<file path="src/rtl/axi_write_only_ctrl_if.sv">
// AXI4 write-channel bundle (AW/W/B) for axi_write_only_ctrl.
// The master modport is the bus initiator; the slave modport is the controller.
interface axi_write_only_ctrl_if #(
  parameter int ADDR_W = 32,
  parameter int DATA_W = 64,
  parameter int ID_W   = 16,
  parameter int USER_W = 10
);
  localparam int NB = DATA_W / 8;

  logic [ID_W-1:0]   AWID;
  logic [ADDR_W-1:0] AWADDR;
  logic [7:0]        AWLEN;
  logic [2:0]        AWSIZE;
  logic [1:0]        AWBURST;
  logic              AWLOCK;
  logic [3:0]        AWCACHE;
  logic [2:0]        AWPROT;
  logic [3:0]        AWREGION;
  logic [USER_W-1:0] AWUSER;
  logic [3:0]        AWQOS;
  logic              AWVALID;
  logic              AWREADY;

  logic [DATA_W-1:0] WDATA;
  logic [NB-1:0]     WSTRB;
  logic              WLAST;
  logic [USER_W-1:0] WUSER;
  logic              WVALID;
  logic              WREADY;

  logic [ID_W-1:0]   BID;
  logic [1:0]        BRESP;
  logic [USER_W-1:0] BUSER;
  logic              BVALID;
  logic              BREADY;

  modport master (
    output AWID, AWADDR, AWLEN, AWSIZE, AWBURST, AWLOCK, AWCACHE, AWPROT,
           AWREGION, AWUSER, AWQOS, AWVALID,
    input  AWREADY,
    output WDATA, WSTRB, WLAST, WUSER, WVALID,
    input  WREADY,
    input  BID, BRESP, BUSER, BVALID,
    output BREADY
  );

  modport slave (
    input  AWID, AWADDR, AWLEN, AWSIZE, AWBURST, AWLOCK, AWCACHE, AWPROT,
           AWREGION, AWUSER, AWQOS, AWVALID,
    output AWREADY,
    input  WDATA, WSTRB, WLAST, WUSER, WVALID,
    output WREADY,
    output BID, BRESP, BUSER, BVALID,
    input  BREADY
  );
endinterface

</file>
<file path="src/rtl/axi_write_only_ctrl.sv">
// AXI4 write-only slave: turns AW/W bursts into single-port SRAM writes,
// one transaction at a time, arbitrated through grant_i/valid_o.
// Optional protocol checking: define AXI_WRITE_ERR_CHECK_EN to report
// WLAST/AWLEN disagreement and WRAP bursts as SLVERR (data is still written).
module axi_write_only_ctrl #(
  parameter int AXI4_ADDRESS_WIDTH = 32,
  parameter int AXI4_WDATA_WIDTH   = 64,
  parameter int AXI4_ID_WIDTH      = 16,
  parameter int AXI4_USER_WIDTH    = 10,
  parameter int AXI_NUMBYTES       = AXI4_WDATA_WIDTH / 8,
  parameter int MEM_ADDR_WIDTH     = 13
) (
  input  logic                          clk,
  input  logic                          rst,
  axi_write_only_ctrl_if.slave          axi,
  output logic                          MEM_CEN_o,
  output logic                          MEM_WEN_o,
  output logic [MEM_ADDR_WIDTH-1:0]     MEM_A_o,
  output logic [AXI4_WDATA_WIDTH-1:0]   MEM_D_o,
  output logic [AXI_NUMBYTES-1:0]       MEM_BE_o,
  input  logic [AXI4_WDATA_WIDTH-1:0]   MEM_Q_i,
  input  logic                          grant_i,
  output logic                          valid_o
);
  localparam int OFFSET_BIT = $clog2(AXI4_WDATA_WIDTH) - 3;

  typedef enum logic [1:0] {IDLE, DATA, RESP} state_t;

  state_t                      state_reg, state_next;
  logic [AXI4_ID_WIDTH-1:0]    id_reg, id_next;
  logic [AXI4_USER_WIDTH-1:0]  user_reg, user_next;
  logic [MEM_ADDR_WIDTH-1:0]   base_reg, base_next;
  logic [7:0]                  len_reg, len_next;
  logic [7:0]                  cnt_reg, cnt_next;
  logic                        err_reg, err_next;
  logic                        take_aw;
  logic                        last_beat;

  // Inputs the controller accepts but has no use for (full-width INCR only).
  logic unused_inputs;
  assign unused_inputs = ^{axi.AWSIZE, axi.AWLOCK, axi.AWCACHE, axi.AWPROT,
                           axi.AWREGION, axi.AWQOS, axi.WUSER, MEM_Q_i,
                           axi.AWADDR, axi.WLAST, axi.AWBURST};

  assign last_beat = (cnt_reg == len_reg);

  // State and transaction registers; reset abandons any burst in flight.
  always_ff @(posedge clk) begin
    if (rst) begin
      state_reg <= IDLE;
      id_reg    <= '0;
      user_reg  <= '0;
      base_reg  <= '0;
      len_reg   <= '0;
      cnt_reg   <= '0;
      err_reg   <= 1'b0;
    end else begin
      state_reg <= state_next;
      id_reg    <= id_next;
      user_reg  <= user_next;
      base_reg  <= base_next;
      len_reg   <= len_next;
      cnt_reg   <= cnt_next;
      err_reg   <= err_next;
    end
  end

  // Next-state, register updates and all outputs.
  always_comb begin
    state_next  = state_reg;
    id_next     = id_reg;
    user_next   = user_reg;
    base_next   = base_reg;
    len_next    = len_reg;
    cnt_next    = cnt_reg;
    err_next    = err_reg;
    take_aw     = 1'b0;

    axi.AWREADY = 1'b0;
    axi.WREADY  = 1'b0;
    axi.BVALID  = 1'b0;
    axi.BRESP   = 2'b00;
    axi.BID     = '0;
    axi.BUSER   = '0;
    MEM_CEN_o   = 1'b1;
    MEM_WEN_o   = 1'b1;
    MEM_A_o     = '0;
    MEM_D_o     = '0;
    MEM_BE_o    = '0;
    valid_o     = 1'b0;

    case (state_reg)
      IDLE: begin
        axi.AWREADY = 1'b1;
        take_aw     = axi.AWVALID;
      end
      DATA: begin
        valid_o    = axi.WVALID;
        MEM_CEN_o  = ~axi.WVALID;
        MEM_WEN_o  = ~axi.WVALID;
        MEM_A_o    = base_reg + MEM_ADDR_WIDTH'(cnt_reg);
        MEM_D_o    = axi.WDATA;
        MEM_BE_o   = axi.WSTRB;
        axi.WREADY = grant_i;
        if (axi.WVALID && grant_i) begin
`ifdef AXI_WRITE_ERR_CHECK_EN
          if (axi.WLAST != last_beat) err_next = 1'b1;
`endif
          if (last_beat) state_next = RESP;
          else           cnt_next   = cnt_reg + 8'd1;
        end
      end
      RESP: begin
        axi.BVALID  = 1'b1;
        axi.BID     = id_reg;
        axi.BUSER   = user_reg;
        axi.BRESP   = err_reg ? 2'b10 : 2'b00;
        axi.AWREADY = axi.BREADY;
        if (axi.BREADY) begin
          state_next = IDLE;
          take_aw    = axi.AWVALID;
        end
      end
      default: state_next = IDLE;
    endcase

    if (take_aw) begin
      state_next = DATA;
      id_next    = axi.AWID;
      user_next  = axi.AWUSER;
      base_next  = axi.AWADDR[MEM_ADDR_WIDTH+OFFSET_BIT-1:OFFSET_BIT];
      len_next   = axi.AWLEN;
      cnt_next   = 8'd0;
`ifdef AXI_WRITE_ERR_CHECK_EN
      err_next   = (axi.AWBURST == 2'b10);
`else
      err_next   = 1'b0;
`endif
    end
  end
endmodule

</file>
<file path="src/flat_wrapper.sv">
// flat-port wrapper written by rule: the top's interface ports become plain ports
module axi_write_only_ctrl_flat 
#(
  parameter int AXI4_ADDRESS_WIDTH = 32,
  parameter int AXI4_WDATA_WIDTH   = 64,
  parameter int AXI4_ID_WIDTH      = 16,
  parameter int AXI4_USER_WIDTH    = 10,
  parameter int AXI_NUMBYTES       = AXI4_WDATA_WIDTH / 8,
  parameter int MEM_ADDR_WIDTH     = 13
)
  (clk, rst, MEM_CEN_o, MEM_WEN_o, MEM_A_o, MEM_D_o, MEM_BE_o, MEM_Q_i, grant_i, valid_o, axi_AWID, axi_AWADDR, axi_AWLEN, axi_AWSIZE, axi_AWBURST, axi_AWLOCK, axi_AWCACHE, axi_AWPROT, axi_AWREGION, axi_AWUSER, axi_AWQOS, axi_AWVALID, axi_AWREADY, axi_WDATA, axi_WSTRB, axi_WLAST, axi_WUSER, axi_WVALID, axi_WREADY, axi_BID, axi_BRESP, axi_BUSER, axi_BVALID, axi_BREADY);
  axi_write_only_ctrl_if #(.ADDR_W(32), .DATA_W(64), .ID_W(16), .USER_W(10)) axi_i ();
  input  logic clk;
  input  logic rst;
  output logic MEM_CEN_o;
  output logic MEM_WEN_o;
  output logic [MEM_ADDR_WIDTH-1:0] MEM_A_o;
  output logic [AXI4_WDATA_WIDTH-1:0] MEM_D_o;
  output logic [AXI_NUMBYTES-1:0] MEM_BE_o;
  input  logic [AXI4_WDATA_WIDTH-1:0] MEM_Q_i;
  input  logic grant_i;
  output logic valid_o;
  input wire logic [$bits(axi_i.AWID)-1:0] axi_AWID;
  input wire logic [$bits(axi_i.AWADDR)-1:0] axi_AWADDR;
  input wire logic [$bits(axi_i.AWLEN)-1:0] axi_AWLEN;
  input wire logic [$bits(axi_i.AWSIZE)-1:0] axi_AWSIZE;
  input wire logic [$bits(axi_i.AWBURST)-1:0] axi_AWBURST;
  input wire logic [$bits(axi_i.AWLOCK)-1:0] axi_AWLOCK;
  input wire logic [$bits(axi_i.AWCACHE)-1:0] axi_AWCACHE;
  input wire logic [$bits(axi_i.AWPROT)-1:0] axi_AWPROT;
  input wire logic [$bits(axi_i.AWREGION)-1:0] axi_AWREGION;
  input wire logic [$bits(axi_i.AWUSER)-1:0] axi_AWUSER;
  input wire logic [$bits(axi_i.AWQOS)-1:0] axi_AWQOS;
  input wire logic [$bits(axi_i.AWVALID)-1:0] axi_AWVALID;
  output wire logic [$bits(axi_i.AWREADY)-1:0] axi_AWREADY;
  input wire logic [$bits(axi_i.WDATA)-1:0] axi_WDATA;
  input wire logic [$bits(axi_i.WSTRB)-1:0] axi_WSTRB;
  input wire logic [$bits(axi_i.WLAST)-1:0] axi_WLAST;
  input wire logic [$bits(axi_i.WUSER)-1:0] axi_WUSER;
  input wire logic [$bits(axi_i.WVALID)-1:0] axi_WVALID;
  output wire logic [$bits(axi_i.WREADY)-1:0] axi_WREADY;
  output wire logic [$bits(axi_i.BID)-1:0] axi_BID;
  output wire logic [$bits(axi_i.BRESP)-1:0] axi_BRESP;
  output wire logic [$bits(axi_i.BUSER)-1:0] axi_BUSER;
  output wire logic [$bits(axi_i.BVALID)-1:0] axi_BVALID;
  input wire logic [$bits(axi_i.BREADY)-1:0] axi_BREADY;
  assign axi_i.AWID = axi_AWID;
  assign axi_i.AWADDR = axi_AWADDR;
  assign axi_i.AWLEN = axi_AWLEN;
  assign axi_i.AWSIZE = axi_AWSIZE;
  assign axi_i.AWBURST = axi_AWBURST;
  assign axi_i.AWLOCK = axi_AWLOCK;
  assign axi_i.AWCACHE = axi_AWCACHE;
  assign axi_i.AWPROT = axi_AWPROT;
  assign axi_i.AWREGION = axi_AWREGION;
  assign axi_i.AWUSER = axi_AWUSER;
  assign axi_i.AWQOS = axi_AWQOS;
  assign axi_i.AWVALID = axi_AWVALID;
  assign axi_AWREADY = axi_i.AWREADY;
  assign axi_i.WDATA = axi_WDATA;
  assign axi_i.WSTRB = axi_WSTRB;
  assign axi_i.WLAST = axi_WLAST;
  assign axi_i.WUSER = axi_WUSER;
  assign axi_i.WVALID = axi_WVALID;
  assign axi_WREADY = axi_i.WREADY;
  assign axi_BID = axi_i.BID;
  assign axi_BRESP = axi_i.BRESP;
  assign axi_BUSER = axi_i.BUSER;
  assign axi_BVALID = axi_i.BVALID;
  assign axi_i.BREADY = axi_BREADY;
  axi_write_only_ctrl #(.AXI4_ADDRESS_WIDTH(AXI4_ADDRESS_WIDTH), .AXI4_WDATA_WIDTH(AXI4_WDATA_WIDTH), .AXI4_ID_WIDTH(AXI4_ID_WIDTH), .AXI4_USER_WIDTH(AXI4_USER_WIDTH), .AXI_NUMBYTES(AXI_NUMBYTES), .MEM_ADDR_WIDTH(MEM_ADDR_WIDTH)) u_core (.clk(clk), .rst(rst), .axi(axi_i), .MEM_CEN_o(MEM_CEN_o), .MEM_WEN_o(MEM_WEN_o), .MEM_A_o(MEM_A_o), .MEM_D_o(MEM_D_o), .MEM_BE_o(MEM_BE_o), .MEM_Q_i(MEM_Q_i), .grant_i(grant_i), .valid_o(valid_o));
endmodule
</file>
<file path="config.mk">
export PLATFORM = sky130hd
export DESIGN_NAME = axi_write_only_ctrl_flat
export DESIGN_NICKNAME = d
export VERILOG_FILES = /design/src/rtl/axi_write_only_ctrl_if.sv /design/src/rtl/axi_write_only_ctrl.sv /design/src/flat_wrapper.sv
export SDC_FILE = /design/constraint.sdc
export NUM_CORES = 1
export LEC_CHECK = 0
export CAP_MARGIN = 10
export CORE_AREA = 3 3 138 140
export CTS_CLUSTER_DIAMETER = 120
export DETAILED_ROUTE_END_ITERATION = 12
export DIE_AREA = 0 0 141 143
export PLACE_DENSITY = 0.66
export SLEW_MARGIN = 40
export SYNTH_ARGS = -nofsm -noshare
export SYNTH_HDL_FRONTEND = slang
export SYNTH_SLANG_ARGS = --single-unit
</file>
<file path="constraint.sdc">
create_clock -name clk -period 2.65 [get_ports clk]
set_input_delay 0.53 -clock clk [delete_from_list [all_inputs] [get_ports clk]]
set_output_delay 0.53 -clock clk [all_outputs]
set_load 0.005 [all_outputs]
</file>
==> metrics.yaml, run 1 <==
yosys_most_used_dff: "dfxtp_1"
antenna_cells: 0
via_per_inst: 4.125
hold_class: "reg -> reg"
pwr-share-comb: 0.231
yosysMostFrequentCell: "nand2_1"
grt-ovfl-total: 0
finalHoldViolCount: 0
cts.sinks: 57
hpwl_microns: 12480
place.gp.congestion: 0.8148
synth_edf_count: 0
total_power_mw: 2.962
cp.arrival_ps: 2190
holdBufCountCts: 0
largest_reg_flops: 16
max_cap_viol_count: 0
fmax_mhz: 367.6
status: "finished with violations"
wl_per_cell_microns: 16.23
end_kind: "output port"
drive_above_1_share: 0.1203
htree_num_levels: 3
hold_depth: 2
nNetsFinal: 960
syn_to_final_growth_pct: 97.20
pwr-share-seq: 0.316
netlist_top_cells_count: "104 x nand2_1, 101 x and2_1, 57 x dfxtp_1"
postRouteAntennaNets: 0
clkPwrFrac: 0.453
grt_max_degree: 41
clk_latency_ps: 330
fillers: 1844
crit_type: "reg -> out"
cts-root-to-sink-buffers: 2
cp_max_fo: 4
drv_slew: 0
clk_pin_slew_ps: 50
synth_area_sq_mm: 0.003400
drc: 0
fin_crit_ps: 2720
dieWidth_microns: 141
design.core.area_sq_mm: 0.01796
failed_checks: "negative setup slack"
start_util: 0.1892
setup_violations: 4
port_buffers: 241
dieHeight_microns: 143
rsz0062_at_grt: "true"
synth_top_area_share: 0.3357
syn_area_per_cell_sq_um: 7.471
yosysWarnings: 0
async_flop_share: 0
synth_largest_area_cell: "dfxtp_1"
grt_usage: 0.1470
tightest_slew_ps: 588.0
p_leak_nw: 2.618
ir_worst_vdd_mv: 0.3277
placedCellCount: 924
dieArea_sq_mm: 0.02016
ys_top_cells_by_area: "dfxtp_1 34%, and2_1 19%, nand2_1 11%"
p_sw_frac: 0.2377
critPathRequiredTime_ps: 2120
synthCells: 455
crit_path_start_kind: "flip-flop"
grt_pass1_wl_microns: 22740
finalWorstSetupSlack_ps: -70.39
drt_pass1_iterations: 4
yosysSeqAreaShare: 0.3357
cellInternalPower_mw: 2.258
rows: 49
ios: 359
synth_cell_type_count: 40
root_buffer: "clkbuf_16"
fin_skew_ps: 6.767
wirelength_microns: 15320
cts_tree: "yes"
layout.cells.non_filler: 944
grt_pass1_vias: 3985
power.density_mw_per_mm2: 441.9
antenna_found_initial: 0
period_share: 1.027
cts_buffers: 9
ys_ff_latch: 57
vias: 3894
slew_headroom: 0.6051
power.switching_mw: 0.7042
rr_worst_depth: 6
first_iter_violations: 100
## power groups by stage
| stage | combinational, mW | clock, mW | sequential, mW |
|---|---|---|---|
| after global placement | 0.683 | 0 | 0.950 |
| final | 0.683 | 1.34 | 0.937 |
| after CTS | 0.690 | 1.37 | 0.935 |
| after detailed placement | 0.686 | 0 | 0.953 |
| after global routing | 0.746 | 1.41 | 0.943 |
| after floorplan | 0.248 | 0 | 0.944 |
## final cells by class
type,count,area [sq um],area share
clock buffers,11,242.7,0.03621
multi-input cells,361,2218,0.3309
well taps,229,286.5,0.04274
inverters,6,22.52,0.003359
flip-flops and latches,57,1146,0.1710
repair buffers,275,2685,0.4005
clock inverters,5,102.6,0.01530
## path summary, 6_finish.rpt
check                                         from                 end  slack, ps
worst max-delay path            u_core.base_reg[0]         MEM_A_o[12]        -70
worst min-delay path            u_core.user_reg[8]  u_core.user_reg[8]        450
worst max register to register   u_core.cnt_reg[7]   u_core.cnt_reg[3]        870
worst min register to register  u_core.user_reg[8]  u_core.user_reg[8]        450
## through the flow
stage	hold slack [ps]	instance area, sq um	worst slack, ps	utilization	TNS [ps]
after global routing	469.6	6704	-184.4	0.3732	-947.2
final	447.1	6704	-70.39	0.3732	-197.4
after CTS	448.8	6621	-122.1	0.3686	-298.4
after floorplan	431.7	3403	208.9	-	0
after global placement	437.3	6237	-254.7	0.3472	-692.3
after detailed placement	441.8	6237	-305.8	0.3472	-897.7
## cell families (layout without fill, tap and decap cells)
kind of cell    after synthesis  count (layout)  synth area share
compound gates               81              81            0.1424
simple gates                244             244            0.3681
other cells                   1               2          0.001103
flops                        57              57            0.3357
mux                           1               1          0.002945
fa+ha+maj                    10              10           0.03901
xor+xnor                     23              23           0.06367
buf+inv                      38             297           0.04711
## layout by cell type, fill, tap and decap left out, drive strengths merged, types with 4 or more instances in the layout
master	synthesis	routed
o21ai	4	4
nand2	104	104
a21o	5	5
nand4	4	4
buf	8	41
ha	9	9
dfxtp	57	57
clkdlybuf4s50	0	229
a21oi	57	57
xor2	11	11
and2	101	101
a211oi	4	4
inv	6	6
xnor2	12	12
clkbuf	24	12
nor2	18	18
## worst max-delay path: stages, from the launching register on
cell       delay [ps]
dfxtp_2           350
ha_4              140
inv_2              40
fa_2              350
nor2b_4           150
o2111ai_4         160
a311oi_2          300
xnor2_1           160
nor2_1             60
buf_2             150
## metal layers
metal | wire length, microns | part of all wire | track usage | up-vias
met5 | 0 | 0 | 0 | -
met4 | 173 | 0.011 | 0.03672 | 0
met3 | 1207 | 0.079 | 0.05124 | 14
met2 | 6651 | 0.43 | 0.2286 | 172
met1 | 7291 | 0.48 | 0.1957 | 1735
li1 | - | - | - | 1973
## timing repair
| item | CTS | global route |
|---|---|---|
| gates cloned | 0 | 0 |
| endpoints found under the setup margin | 10 | 11 |
| pin swaps | 17 | 6 |
| buffers inserted | 1 | 5 |
| hold endpoints to repair | 0 | 0 |
| resized for setup | 44 | 14 |
Note: power is estimated with default switching activity, not from simulation.
==> inputs of run 2 (changes only) <==
--- a/config.mk
+++ b/config.mk
@@ -10,6 +10,7 @@
 export CTS_CLUSTER_DIAMETER = 120
 export DETAILED_ROUTE_END_ITERATION = 12
 export DIE_AREA = 0 0 141 143
+export HOLD_SLACK_MARGIN = 0.12
 export PLACE_DENSITY = 0.66
 export SLEW_MARGIN = 40
 export SYNTH_ARGS = -nofsm -noshare
==> results of run 2 <==
The final DEF is identical to that of run 1; final timing and power are the same.
==> inputs of run 3 (changes only) <==
--- a/config.mk
+++ b/config.mk
@@ -6,12 +6,13 @@
 export NUM_CORES = 1
 export LEC_CHECK = 0
 export CAP_MARGIN = 10
-export CORE_AREA = 3 3 138 140
+export CORE_AREA = 2 2 141 143
 export CTS_CLUSTER_DIAMETER = 120
+export CTS_CLUSTER_SIZE = 14
 export DETAILED_ROUTE_END_ITERATION = 12
-export DIE_AREA = 0 0 141 143
+export DIE_AREA = 0 0 143 145
 export HOLD_SLACK_MARGIN = 0.12
-export PLACE_DENSITY = 0.66
+export PLACE_DENSITY = 0.63
 export SLEW_MARGIN = 40
 export SYNTH_ARGS = -nofsm -noshare
 export SYNTH_HDL_FRONTEND = slang
==> run 3 against run 2 <==
Compared with the run above:
- the flow still finishes with violations (negative setup slack)
- critical endpoint is now MEM_A_o[8]
- combinational power grew 3.1%
- sequential share of layout area shrank 0.068 points
- die area is 2.8% higher
- largest power group unchanged
- first-iteration DRC count grew 26%
- clock skew up 0.84 ps
- critical path type unchanged
- non-clock buffer count is 4 higher
==> metrics.yaml, run 3 (synthesis results as in run 1) <==
finalHoldViolCount: 0
dieArea_sq_mm: 0.02074
port_buffers: 241
vias: 3991
p_leak_nw: 2.632
design.core.area_sq_mm: 0.01921
crit_path_start_kind: "flip-flop"
ios: 359
final_cell_mix: "228 x clkdlybuf4s50_1, 103 x nand2_1, 100 x and2_1, 53 x a21oi_1, 50 x dfxtp_1"
status: "finished with violations"
utilization: 0.3516
cts_tree: "yes"
dieHeight_microns: 145
failed_checks: "negative setup slack"
hpwl_microns: 13530
cts-root-to-sink-buffers: 2
ir_worst_vdd_mv: 0.3493
antenna_found_initial: 8
place.gp.congestion: 0.7824
place_area_sq_mm: 0.006295
dieWidth_microns: 143
nNetsFinal: 964
grt_usage: 0.1556
drt_pass1_iterations: 4
power.density_mw_per_mm2: 393.4
fmax_mhz: 369.4
max_cap_viol_count: 0
hold_class: "reg -> reg"
setup_violations: 3
drv_slew: 0
wl_per_cell_microns: 16.98
hold_slack_ps: 447.3
fin_skew_ps: 7.611
cpPeakStageDelay_ps: 360
grt_max_degree: 79
grt-ovfl-total: 0
syn_to_final_growth_pct: 98.64
rsz0062_at_grt: "true"
grt_pass1_wl_microns: 23810
path_delay_family: "adder cells"
grt_pass1_vias: 3857
drc: 0
path_buf_inv: 3
end_kind: "output port"
first_iter_violations: 126
tightest_slew_ps: 562.8
regArea_sq_mm: 0.001150
clk_latency_ps: 330
rows: 51
final_common_cell: "clkdlybuf4s50_1"
start_util: 0.1770
critPathRequiredTime_ps: 2120
wirelength_microns: 16700
cp.arrival_ps: 2180
period_share: 1.022
htree_num_levels: 3
largest_reg_flops: 16
cts_buffers: 9
crit_type: "reg -> out"
multi_input_area_sq_mm: 0.002251
fin_crit_ps: 2707
final_area_sq_mm: 0.006753
fillers: 2025
finalWorstSetupSlack_ps: -57.43
root_buffer: "clkbuf_16"
slew_headroom: 0.6220
cts.sinks: 57
postRouteAntennaNets: 0
drive_above_1_share: 0.1351
path_cells: "ha_4 > inv_2 > fa_2 > nor2b_4 > o2111ai_4 > a21oi_2 > buf_4 > o21ai_2 > nor3b_2 > buf_2"
cp_slowest_cell: "fa_2"
clk_pin_slew_ps: 50
cp_max_fo: 4
via_per_inst: 4.056
run 3: power breakdown:
part / internal (mW) / switching (mW)
registers: 0.907 / 0.0305
logic: 0.421 / 0.283
clock network: 0.619 / 0.396
total: 1.95 / 0.710
run 3: layout make-up:
class,instances,area share
clock buffers,9,0.03335
inverters,6,0.003335
clock inverters,6,0.005373
well taps,265,0.04910
repair buffers,279,0.4049
multi-input cells,361,0.3333
diodes,1,0.0003706
flip-flops and latches,57,0.1703
run 3: routing by layer:
layer / part of all wire / global-route usage / wire (microns) / vias up
met4: 0.0081 / 0.02822 / 136 / 8
met1: 0.41 / 0.1882 / 6904 / 1809
met3: 0.094 / 0.06568 / 1569 / 20
met5: 0.0032 / 0 / 53 / -
li1: - / - / - / 1985
met2: 0.48 / 0.2589 / 8040 / 169
run 3: final timing paths:
kind                      start                 to  slack [ps]  cells after the start
max reg2reg   u_core.cnt_reg[7]  u_core.cnt_reg[7]         920                      6
min reg2reg   u_core.id_reg[14]  u_core.id_reg[14]         450                      2
max          u_core.base_reg[0]         MEM_A_o[8]         -60                     10
min           u_core.id_reg[14]  u_core.id_reg[14]         450                      2
run 3: per-stage QoR:
step / total power [mW] / setup TNS [ps] / cells / setup slack [ps]
CTS: 2.672 / -290.9 / 983 / -126.6
finish: 2.657 / -119.2 / 984 / -57.43
global placement: 1.638 / -745.5 / 963 / -263.4
detailed placement: 1.643 / -852.9 / 963 / -298.0
global route: 2.783 / -517.4 / 983 / -164.2
floorplan: 1.193 / 0 / 456 / 208.9
run 3: timing repair:
| action | CTS | global route |
|---|---|---|
| buffers inserted | 5 | 0 |
| pin swaps | 17 | 14 |
| cloned | 0 | 1 |
| endpoints found under the setup margin | 10 | 12 |
| hold buffers | 0 | 0 |
| resized for setup | 45 | 22 |
run 3: worst min-delay path, stage by stage, from the launching register on:
cell,delay [ps]
dfxtp_1,300
nand2_1,50
a21oi_1,50
